$ cat config.mk
export PLATFORM = sky130hd
export DESIGN_NAME = abus_input_conditioner
export DESIGN_NICKNAME = d
export VERILOG_FILES = /design/src/rtl/abus_cond_pkg.sv /design/src/rtl/abus_glitch_filter.sv /design/src/rtl/abus_input_conditioner.sv
export SDC_FILE = /design/constraint.sdc
export NUM_CORES = 1
export LEC_CHECK = 0
export BUFFER_PORTS_ARGS = -buffer_cell sky130_fd_sc_hd__buf_4
export CAP_MARGIN = 0
export CORE_MARGIN = 2
export CORE_UTILIZATION = 50
export CTS_BUF_LIST = sky130_fd_sc_hd__clkbuf_4
export DETAILED_ROUTE_END_ITERATION = 16
export GPL_ROUTABILITY_DRIVEN = 0
export HOLD_SLACK_MARGIN = 0.12
export PLACE_DENSITY = 0.85
export SKIP_LAST_GASP = 1
export SYNTH_ARGS = -nofsm -noshare
export SYNTH_HDL_FRONTEND = slang
export SYNTH_SLANG_ARGS = --single-unit
$ cat constraint.sdc
create_clock -name clock -period 1.8 [get_ports clock]
set_clock_uncertainty 0.05 [all_clocks]
set_input_delay 0.27 -clock clock [delete_from_list [all_inputs] [get_ports clock]]
set_output_delay 0.27 -clock clock [all_outputs]
set_load 0.01 [all_outputs]
$ cat src/rtl/abus_cond_pkg.sv
// Shared types and constants for the A-bus input conditioner.
// Optional statistics counters are enabled with the ABUS_COND_STATS_EN macro.
package abus_cond_pkg;

  localparam int unsigned ABUS_HI_W   = 10;
  localparam int unsigned ABUS_DATA_W = 16;
  localparam int unsigned ABUS_ADDR_W = ABUS_HI_W + ABUS_DATA_W;
  localparam int unsigned REGION_W    = 2;
  localparam int unsigned CS_W        = 3;
  localparam int unsigned WR_W        = 2;
  localparam int unsigned CTRL_W      = CS_W + 1 + WR_W;
  localparam int unsigned FILT_CNT_W  = 3;
  localparam int unsigned STAT_W      = 16;
  localparam int unsigned STAT_SUM_W  = STAT_W + 1;
  localparam int unsigned STAT_INC_W  = 3;

  typedef enum logic [1:0] {
    ST_IDLE  = 2'd0,
    ST_ARMED = 2'd1,
    ST_READ  = 2'd2,
    ST_WRITE = 2'd3
  } cond_state_t;

  // Synchronised address/data pins, kept together so they share one delay line.
  typedef struct packed {
    logic [ABUS_HI_W-1:0]   hi;
    logic [ABUS_DATA_W-1:0] ad;
  } abus_bus_t;

  function automatic logic [STAT_W-1:0] stat_sat_add(input logic [STAT_W-1:0] acc,
                                                     input logic [STAT_INC_W-1:0] inc);
    logic [STAT_SUM_W-1:0] sum;
    sum = {1'b0, acc} + STAT_SUM_W'(inc);
    return sum[STAT_W] ? {STAT_W{1'b1}} : sum[STAT_W-1:0];
  endfunction

endpackage

$ cat src/rtl/abus_glitch_filter.sv
// One control pin: multi-flop synchroniser followed by a consecutive-sample filter.
// Reports a one-cycle glitch pulse whenever a partial run of mismatches is discarded.
module abus_glitch_filter
  import abus_cond_pkg::*;
#(
  parameter int unsigned SYNC_STAGES = 2,
  parameter int unsigned FILTER_LEN  = 2
) (
  input  logic clock,
  input  logic reset_n,
  input  logic raw,
  output logic filt,
  output logic glitch
);

  logic [SYNC_STAGES-1:0] sync_q;
  logic [FILT_CNT_W-1:0]  cnt;
  logic                   sample;

  assign sample = sync_q[SYNC_STAGES-1];

  always_ff @(posedge clock or negedge reset_n) begin
    if (!reset_n) begin
      sync_q <= '1;
    end else begin
      sync_q <= {sync_q[SYNC_STAGES-2:0], raw};
    end
  end

  // Flip only after FILTER_LEN consecutive differing samples; a short run is a glitch.
  always_ff @(posedge clock or negedge reset_n) begin
    if (!reset_n) begin
      filt   <= 1'b1;
      cnt    <= '0;
      glitch <= 1'b0;
    end else begin
      glitch <= 1'b0;
      if (sample != filt) begin
        if (cnt == FILT_CNT_W'(FILTER_LEN - 1)) begin
          filt <= sample;
          cnt  <= '0;
        end else begin
          cnt <= cnt + FILT_CNT_W'(1);
        end
      end else if (cnt != '0) begin
        cnt    <= '0;
        glitch <= 1'b1;
      end
    end
  end

endmodule

$ cat src/rtl/abus_input_conditioner.sv
// Synchronises and filters raw Saturn A-bus pins and emits single-cycle access strobes.
// Define ABUS_COND_STATS_EN to add saturating read/write/glitch counters.
module abus_input_conditioner
  import abus_cond_pkg::*;
#(
  parameter int unsigned SYNC_STAGES = 2,
  parameter int unsigned FILTER_LEN  = 2,
  parameter int unsigned ADDR_INC    = 2
) (
  input  logic                   clock,
  input  logic                   reset_n,
  input  logic [ABUS_HI_W-1:0]   abus_address,
  input  logic [ABUS_DATA_W-1:0] abus_addressdata_in,
  input  logic [CS_W-1:0]        abus_chipselect,
  input  logic                   abus_read,
  input  logic [WR_W-1:0]        abus_writebyteenable_n,
  output logic [ABUS_ADDR_W-1:0] trans_address,
  output logic [REGION_W-1:0]    trans_region,
  output logic [ABUS_DATA_W-1:0] trans_writedata,
  output logic [WR_W-1:0]        trans_byteenable,
  output logic                   read_req,
  output logic                   read_end,
  output logic                   write_req,
  output logic                   abort,
  output logic                   protocol_error,
  output logic                   busy
`ifdef ABUS_COND_STATS_EN
  ,
  output logic [STAT_W-1:0]      stat_reads,
  output logic [STAT_W-1:0]      stat_writes,
  output logic [STAT_W-1:0]      stat_glitches
`endif
);

  logic [CTRL_W-1:0]   ctrl_raw;
  logic [CTRL_W-1:0]   ctrl_f;
  logic [CTRL_W-1:0]   glitch;
  logic [CS_W-1:0]     cs_f;
  logic                rd_f;
  logic [WR_W-1:0]     wr_f;
  logic [CS_W-1:0]     cs_low;
  logic                cs_any;
  logic                cs_multi;
  logic                wr_any;
  logic [REGION_W-1:0] region_c;
  logic [WR_W-1:0]     be_acc;
  abus_bus_t           bus_q [SYNC_STAGES];
  abus_bus_t           bus_s;
  cond_state_t         state;

  assign ctrl_raw = {abus_writebyteenable_n, abus_read, abus_chipselect};

  for (genvar i = 0; i < int'(CTRL_W); i++) begin : g_filt
    abus_glitch_filter #(
      .SYNC_STAGES (SYNC_STAGES),
      .FILTER_LEN  (FILTER_LEN)
    ) u_filt (
      .clock   (clock),
      .reset_n (reset_n),
      .raw     (ctrl_raw[i]),
      .filt    (ctrl_f[i]),
      .glitch  (glitch[i])
    );
  end

  assign cs_f = ctrl_f[CS_W-1:0];
  assign rd_f = ctrl_f[CS_W];
  assign wr_f = ctrl_f[CTRL_W-1:CS_W+1];

  // Address/data delay line matches the control synchroniser depth.
  always_ff @(posedge clock or negedge reset_n) begin
    if (!reset_n) begin
      for (int i = 0; i < int'(SYNC_STAGES); i++) bus_q[i] <= '0;
    end else begin
      bus_q[0] <= {abus_address, abus_addressdata_in};
      for (int i = 1; i < int'(SYNC_STAGES); i++) bus_q[i] <= bus_q[i-1];
    end
  end

  assign bus_s    = bus_q[SYNC_STAGES-1];
  assign cs_low   = ~cs_f;
  assign cs_any   = |cs_low;
  assign cs_multi = (cs_low & (cs_low - CS_W'(1))) != '0;
  assign wr_any   = ~(&wr_f);

  // Lowest active chip select wins.
  always_comb begin
    region_c = REGION_W'(2);
    if (cs_low[1]) region_c = REGION_W'(1);
    if (cs_low[0]) region_c = REGION_W'(0);
  end

  // Access sequencer; chip-select release is always checked first so abort wins.
  always_ff @(posedge clock or negedge reset_n) begin
    if (!reset_n) begin
      state            <= ST_IDLE;
      trans_address    <= '0;
      trans_region     <= '0;
      trans_writedata  <= '0;
      trans_byteenable <= '0;
      be_acc           <= '0;
      read_req         <= 1'b0;
      read_end         <= 1'b0;
      write_req        <= 1'b0;
      abort            <= 1'b0;
      protocol_error   <= 1'b0;
      busy             <= 1'b0;
    end else begin
      read_req       <= 1'b0;
      read_end       <= 1'b0;
      write_req      <= 1'b0;
      abort          <= 1'b0;
      protocol_error <= 1'b0;
      case (state)
        ST_IDLE: begin
          if (cs_any) begin
            trans_address  <= bus_s;
            trans_region   <= region_c;
            protocol_error <= cs_multi;
            busy           <= 1'b1;
            state          <= ST_ARMED;
          end
        end
        ST_ARMED: begin
          if (!cs_any) begin
            busy  <= 1'b0;
            state <= ST_IDLE;
          end else if (!rd_f && !wr_any) begin
            read_req <= 1'b1;
            state    <= ST_READ;
          end else if (!rd_f && wr_any) begin
            protocol_error <= 1'b1;
          end else if (wr_any) begin
            // Entry cycle already has a strobe low, so it seeds the accumulator.
            be_acc          <= ~wr_f;
            trans_writedata <= bus_s.ad;
            state           <= ST_WRITE;
          end
        end
        ST_READ: begin
          if (!cs_any) begin
            abort <= 1'b1;
            busy  <= 1'b0;
            state <= ST_IDLE;
          end else if (rd_f) begin
            read_end      <= 1'b1;
            trans_address <= trans_address + ABUS_ADDR_W'(ADDR_INC);
            state         <= ST_ARMED;
          end
        end
        ST_WRITE: begin
          if (!cs_any) begin
            abort <= 1'b1;
            busy  <= 1'b0;
            state <= ST_IDLE;
          end else if (!wr_any) begin
            trans_byteenable <= be_acc;
            write_req        <= 1'b1;
            trans_address    <= trans_address + ABUS_ADDR_W'(ADDR_INC);
            state            <= ST_ARMED;
          end else begin
            trans_writedata <= bus_s.ad;
            be_acc          <= be_acc | ~wr_f;
          end
        end
        default: state <= ST_IDLE;
      endcase
    end
  end

`ifdef ABUS_COND_STATS_EN
  always_ff @(posedge clock or negedge reset_n) begin
    if (!reset_n) begin
      stat_reads    <= '0;
      stat_writes   <= '0;
      stat_glitches <= '0;
    end else begin
      stat_reads    <= stat_sat_add(stat_reads, STAT_INC_W'(read_end));
      stat_writes   <= stat_sat_add(stat_writes, STAT_INC_W'(write_req));
      stat_glitches <= stat_sat_add(stat_glitches, STAT_INC_W'($countones(glitch)));
    end
  end
`else
  logic unused_glitch;
  assign unused_glitch = ^glitch;
`endif

endmodule
-- Word-level counts from Yosys, hierarchy flattened
Index checks and enable logic that the tools add are counted.
- add/sub/neg operators: 8
- eq/ne operators: 30
- muxes and demuxes: 68
- bitwise operators: 5
- reductions and logical operators: 36
- operators with widths (cell ; count):
    two-way mux 26 bit ; 5
    two-way mux 16 bit ; 5
    one-hot mux 26 bit (3 select lines) ; 1
    two-way mux 3 bit ; 18
    two-way mux 2 bit ; 17
    one-hot mux 16 bit (2 select lines) ; 1
    adder 26 x 2 -> 26 bit, second input constant ; 1
    nonzero test 3 bit ; 8
    inequality test 2 bit, second input constant ; 10
    adder 3 x 1 -> 3 bit, second input constant ; 6
    equality test 3 x 1 -> 1 bit, second input constant ; 6
    AND reduction 2 bit ; 9
    two-way mux 1 bit ; 17
    nonzero test 2 bit ; 7
    AND reduction 5 bit ; 2
    inequality test 4 bit, second input constant ; 2
    one-hot mux 2 bit (4 select lines) ; 1
    AND reduction 7 bit ; 1
    inequality test 1 bit ; 6
    AND reduction 6 bit ; 1
    OR reduction 3 bit ; 2
    equality test 2 bit, second input constant ; 2
    one-hot mux 1 bit (2 select lines) ; 2
    one-hot mux 2 bit (2 select lines) ; 1
    15 further kinds ; 16
- bits in registers: 144
- output and inout port bits: 52

-- Depth between registers and ports, before layout
- depth in word-level cells: 7
- depth in mapped cells: 9
- gate-level depth less buffers: 7

-- By module
A second synthesis with hierarchy kept.
- cell total of the unflattened synthesis: 451
- area total of the unflattened synthesis: 5746.8 um2
- modules (own cells, without submodules) (module ; instances ; cells an instance ; area an instance (um2)):
    abus_input_conditioner ; 1 ; 343 ; 4147.7
    abus_glitch_filter ; 6 ; 18 ; 266.5

-- Worst setup path after synthesis
No wires, ideal clock.
- path kind: register -> register
- start: register state[0]
- end: register trans_address[20]
- setup time: 0.120 ns
- data arrival time: 1.720 ns
- data required time: 1.630 ns
- path slack: -0.089 ns
- cell stages (with the launch flop): 9
- clock period less this slack: 1.889 ns
- cell sequence: dfrtp_1 inv_1 ha_1 clkbuf_1 nor3_2 o221ai_4 nor4_2 nand4_1 and3_1
- word-level cells in the longest chain between the ends: 3
- elaborated cells on any way between the ends: 11
- those cells by class: 7 x eq/ne; 1 x mux; 3 x reduce/logical
- ends and longest elaborated chain (what ; RTL line ; text):
    start: declaration ; abus_input_conditioner.sv:49 ; cond_state_t state;
    start signal: assignment ; abus_input_conditioner.sv:96 ; state <= ST_IDLE;
    start signal: assignment ; abus_input_conditioner.sv:121 ; state <= ST_ARMED;
    start signal: assignment ; abus_input_conditioner.sv:127 ; state <= ST_IDLE;
    equality test 2 bit or zero test 2 bit (tied branches) ; abus_input_conditioner.sv:114 ; case (state)
    inequality test 2 x 1 -> 1 bit (no line), or another cell as far along ; - ;
    AND reduction 6 bit (no line) ; - ;
    end signal: assignment ; abus_input_conditioner.sv:117 ; trans_address <= bus_s;
    end signal: assignment ; abus_input_conditioner.sv:147 ; trans_address <= trans_address + ABUS_ADDR_W'(ADDR_INC);
    end signal: assignment ; abus_input_conditioner.sv:159 ; trans_address <= trans_address + ABUS_ADDR_W'(ADDR_INC);
    end: declaration ; abus_input_conditioner.sv:17 ; output logic [ABUS_ADDR_W-1:0] trans_address,
Parallel ways exist; a longest one is shown, timed or not.
A chain may end at the register's enable or synchronous reset.

-- Worst setup path after layout
- start: register state[0]
- end: register trans_address[7]
Same word-level chain as after synthesis.

==> run_results.csv <==
group,metric,value,unit
cells_and_area,finalNonFillerCells,787,
sta,hold_violations,0,
sta,slew_viol_final,0,
sta,period_needed,1.97,ns
detailed_routing,vias_per_cell,6.06,
cts,h-tree-depth,4,
worst_setup_path,slowest_stage,"dfrtp_2",
sta,clock.fmax,506,MHz
floorplan,rows,38,
logic_synthesis,synthTopCellsByArea,"dfrtp_1, dfstp_2, mux2_2",
floorplan,ios,86,
logic_synthesis,synth-edff-count,0,
sta,slew_headroom,58.0,%
logic_synthesis,syn_avg_cell_area,12.3,sq um
detailed_routing,avgRoutedWirePerCell,20.0,um
sta,setup_viol,42,
worst_setup_path,crit_path_end_kind,"flip-flop",
floorplan,die_area,0.0122,sq mm
detailed_routing,top_layer,"met4",
logic_synthesis,ys_warn_count,0,
pwr,vdd_ir_drop_max,1.03,mV
logic_synthesis,synth_top_area_share,55.6,%
detailed_routing,vias,4772,
sta,fin_crit_sh,110,%
logic_synthesis,yosysUniqueCellTypes,61,
detailed_routing,route.met3.wl,1360,um
floorplan,initial_utilization,51.9,%
cts,root_buffer,"clkbuf_4",
cells_and_area,fin_util,71.5,%
cells_and_area,syn_to_final_growth,37.8,%
place,port_buffers,85,
floorplan,die_height,111,um
worst_setup_path,critPathMaxFanout,11,
worst_setup_path,crit_chain,"inv_2, ha_4, and2_4, o221a_4, buf_12, o21ai_0, nand2_1, o21ai_0",
pwr,leakage,0.00345,uW
detailed_routing,first_pass_iters,6,
outcome,status,"finished, violations left",
sta,final.setup.worst_slack,-0.175,ns
logic_synthesis,netlist_top_cells_count,"dfrtp_1, a21oi_1, nand2_1, nor2_1, mux2_2",
pwr,powerDensity,1930,mW/mm^2
detailed_routing,wl_met2,7670,um
logic_synthesis,syn_nets,500,
logic_synthesis,ys_seq_elements,144,
cts,cts_max_path_buffers,2,
outcome,violations,"setup timing",
worst_setup_path,rr_worst_depth,8,
detailed_routing,drtIter0Drc,553,
worst_setup_path,critical_path_buf_inv_count,2,
cells_and_area,final_nets,673,
sta,rsz0062_at_grt,"true",
global_route,antenna_found_initial,0,
cells_and_area,drive_gt1_share,42.3,%
detailed_routing,routedLengthMet1,6020,um
global_route,grt_max_degree,53,
detailed_routing,ant_nets,0,
logic_synthesis,synthFlopType,"dfrtp_1",
worst_setup_path,cp_data_arrival_time,2.37,ns
cts,cts_tree,"yes",
detailed_routing,finalWirelength,15800,um
cts,cts.clk_slew.worst_paths,0.13,ns
worst_setup_path,slowest_delay,0.48,ns
cts,numCtsBuffers,17,
logic_synthesis,synth_cells,460,
worst_setup_path,worstSetupPathDepth,8,
place,place_inst,712,
logic_synthesis,syn_area,0.00567,sq mm
floorplan,core-area,0.0109,sq mm
cts,clk_latency,0.55,ns
worst_setup_path,crit_top_cell,"o21ai_0",
global_route,overflow,0,
logic_synthesis,yosysMostFrequentCell,"dfrtp_1",
place,dp_hpwl,8860,um
worst_setup_path,cp.required,2.19,ns
global_route,grt_pass1_wl,24500,um
logic_synthesis,ys_seq_area_share,63.9,%
global_route,grt_pass1_vias,4736,
logic_synthesis,synthArstFlopShare,100,%
pwr,power,15100,uW
sta,worst_pin_slew,0.628,ns
global_route,grtUsageTotal,25.6,%
cts,cts_sinks,144,
floorplan,die_x,111,um
flow_run,maxCapViolations,0,
detailed_routing,route.detailed.drc,0,
logic_synthesis,synth_top_area_cell,"dfrtp_1",
worst_hold_path,min_path_type,"in -> async",
worst_setup_path,path_class,"reg -> reg",
worst_setup_path,critical_path.top_delay_family,"compound AO/OA/AOI/OAI gates",
worst_setup_path,worst_setup_path_start_kind,"flip-flop",
[cell families (layout without fill, tap and decap cells)]
group,count (synthesis),count (layout),share of synthesized area (%)
compound gates,103,104,11.3
xor+xnor,12,12,1.85
fa+ha+maj,8,8,1.68
buf+inv,25,210,2.12
flops,144,144,63.9
mux,28,28,5.54
other cells,0,1,0
simple gates,140,140,13.6
[placed cells by master, fill, tap and decap left out, drive strengths merged, types with 7 or more instances in the layout]
master and n:
buf 137, o21ai 23, nand2 36, nor2 31, a21oi 43, nor3 7, nand3b 7, mux2 27
and3 8, clkbuf 18, dfstp 18, nand4 8, o22ai 7, dfrtp 126, dlygate4sd3 34, nand3 18
inv 13
[what timing repair did]
| action | 4_1_cts | 5_1_grt |
|---|---|---|
| setup endpoints to repair | 43 | 47 |
| hold buffers | 34 | 0 |
| endpoints found under the hold margin | 176 | 0 |
| setup buffers | 5 | 1 |
| resized for setup | 36 | 42 |
| gates cloned | 3 | 1 |
| pin swaps | 6 | 6 |
[sequential cells by signal (all words and copies together) (netlist names), 6 cells and up]
name / cells
bus_q: 52
trans_writedata: 16
trans_address: 26
g_filt.u_filt.filt: 6
g_filt.u_filt.cnt: 18
g_filt.u_filt.sync_q: 12
[per-stage QoR]
step | worst slack (ns) | setup TNS (ns) | hold WS (ns) | instance area (sq um)
3_3_place_gp | -0.0293 | -0.291 | 0.0825 | 6810
3_5_place_dp | -0.149 | -2.34 | 0.0876 | 6810
5_1_grt | -0.242 | -5.45 | 0.187 | 7820
6_report | -0.175 | -3.78 | 0.223 | 7820
4_1_cts | -0.100 | -1.10 | 0.172 | 7660
2_1_floorplan | -0.0113 | -0.0298 | -0.0756 | 5710
[area by class of cell]
class	count	area, sq um
fillers	660	3120
clock buffers	17	128
clock inverters	15	126
multi-input cells	292	2220
repair buffers	172	1510
inverters	6	22.5
flip-flops and latches	144	3630
well taps	140	175
diodes	1	2.50
[power by group]
part	total, uW	switching, uW	internal, uW
Combinational	8110	4100	4010
Sequential	5080	919	4160
Clock	1870	1280	587
[worst paths after layout]
| check | from | to | slack, ns |
|---|---|---|---|
| max reg2reg | state[0] | trans_address[7] | -0.17 |
| max | state[0] | trans_address[7] | -0.17 |
| max in group asynchronous | reset_n | g_filt[1].u_filt.cnt[2] | 0.42 |
| min reg2reg | g_filt[5].u_filt.sync_q[0] | g_filt[5].u_filt.sync_q[1] | 0.31 |
| min | reset_n | g_filt[5].u_filt.filt | 0.22 |
| min in group clock | abus_addressdata_in[2] | bus_q[28] | 0.31 |
[per-layer routing]
| layer | vias up | global-route usage, % |
|---|---|---|
| met5 | - | 0 |
| met4 | 0 | 12.2 |
| met3 | 89 | 7.30 |
| met2 | 336 | 40.3 |
| met1 | 2337 | 33.0 |
| li1 | 2010 | - |
Note: power is estimated with default switching activity, not from simulation.
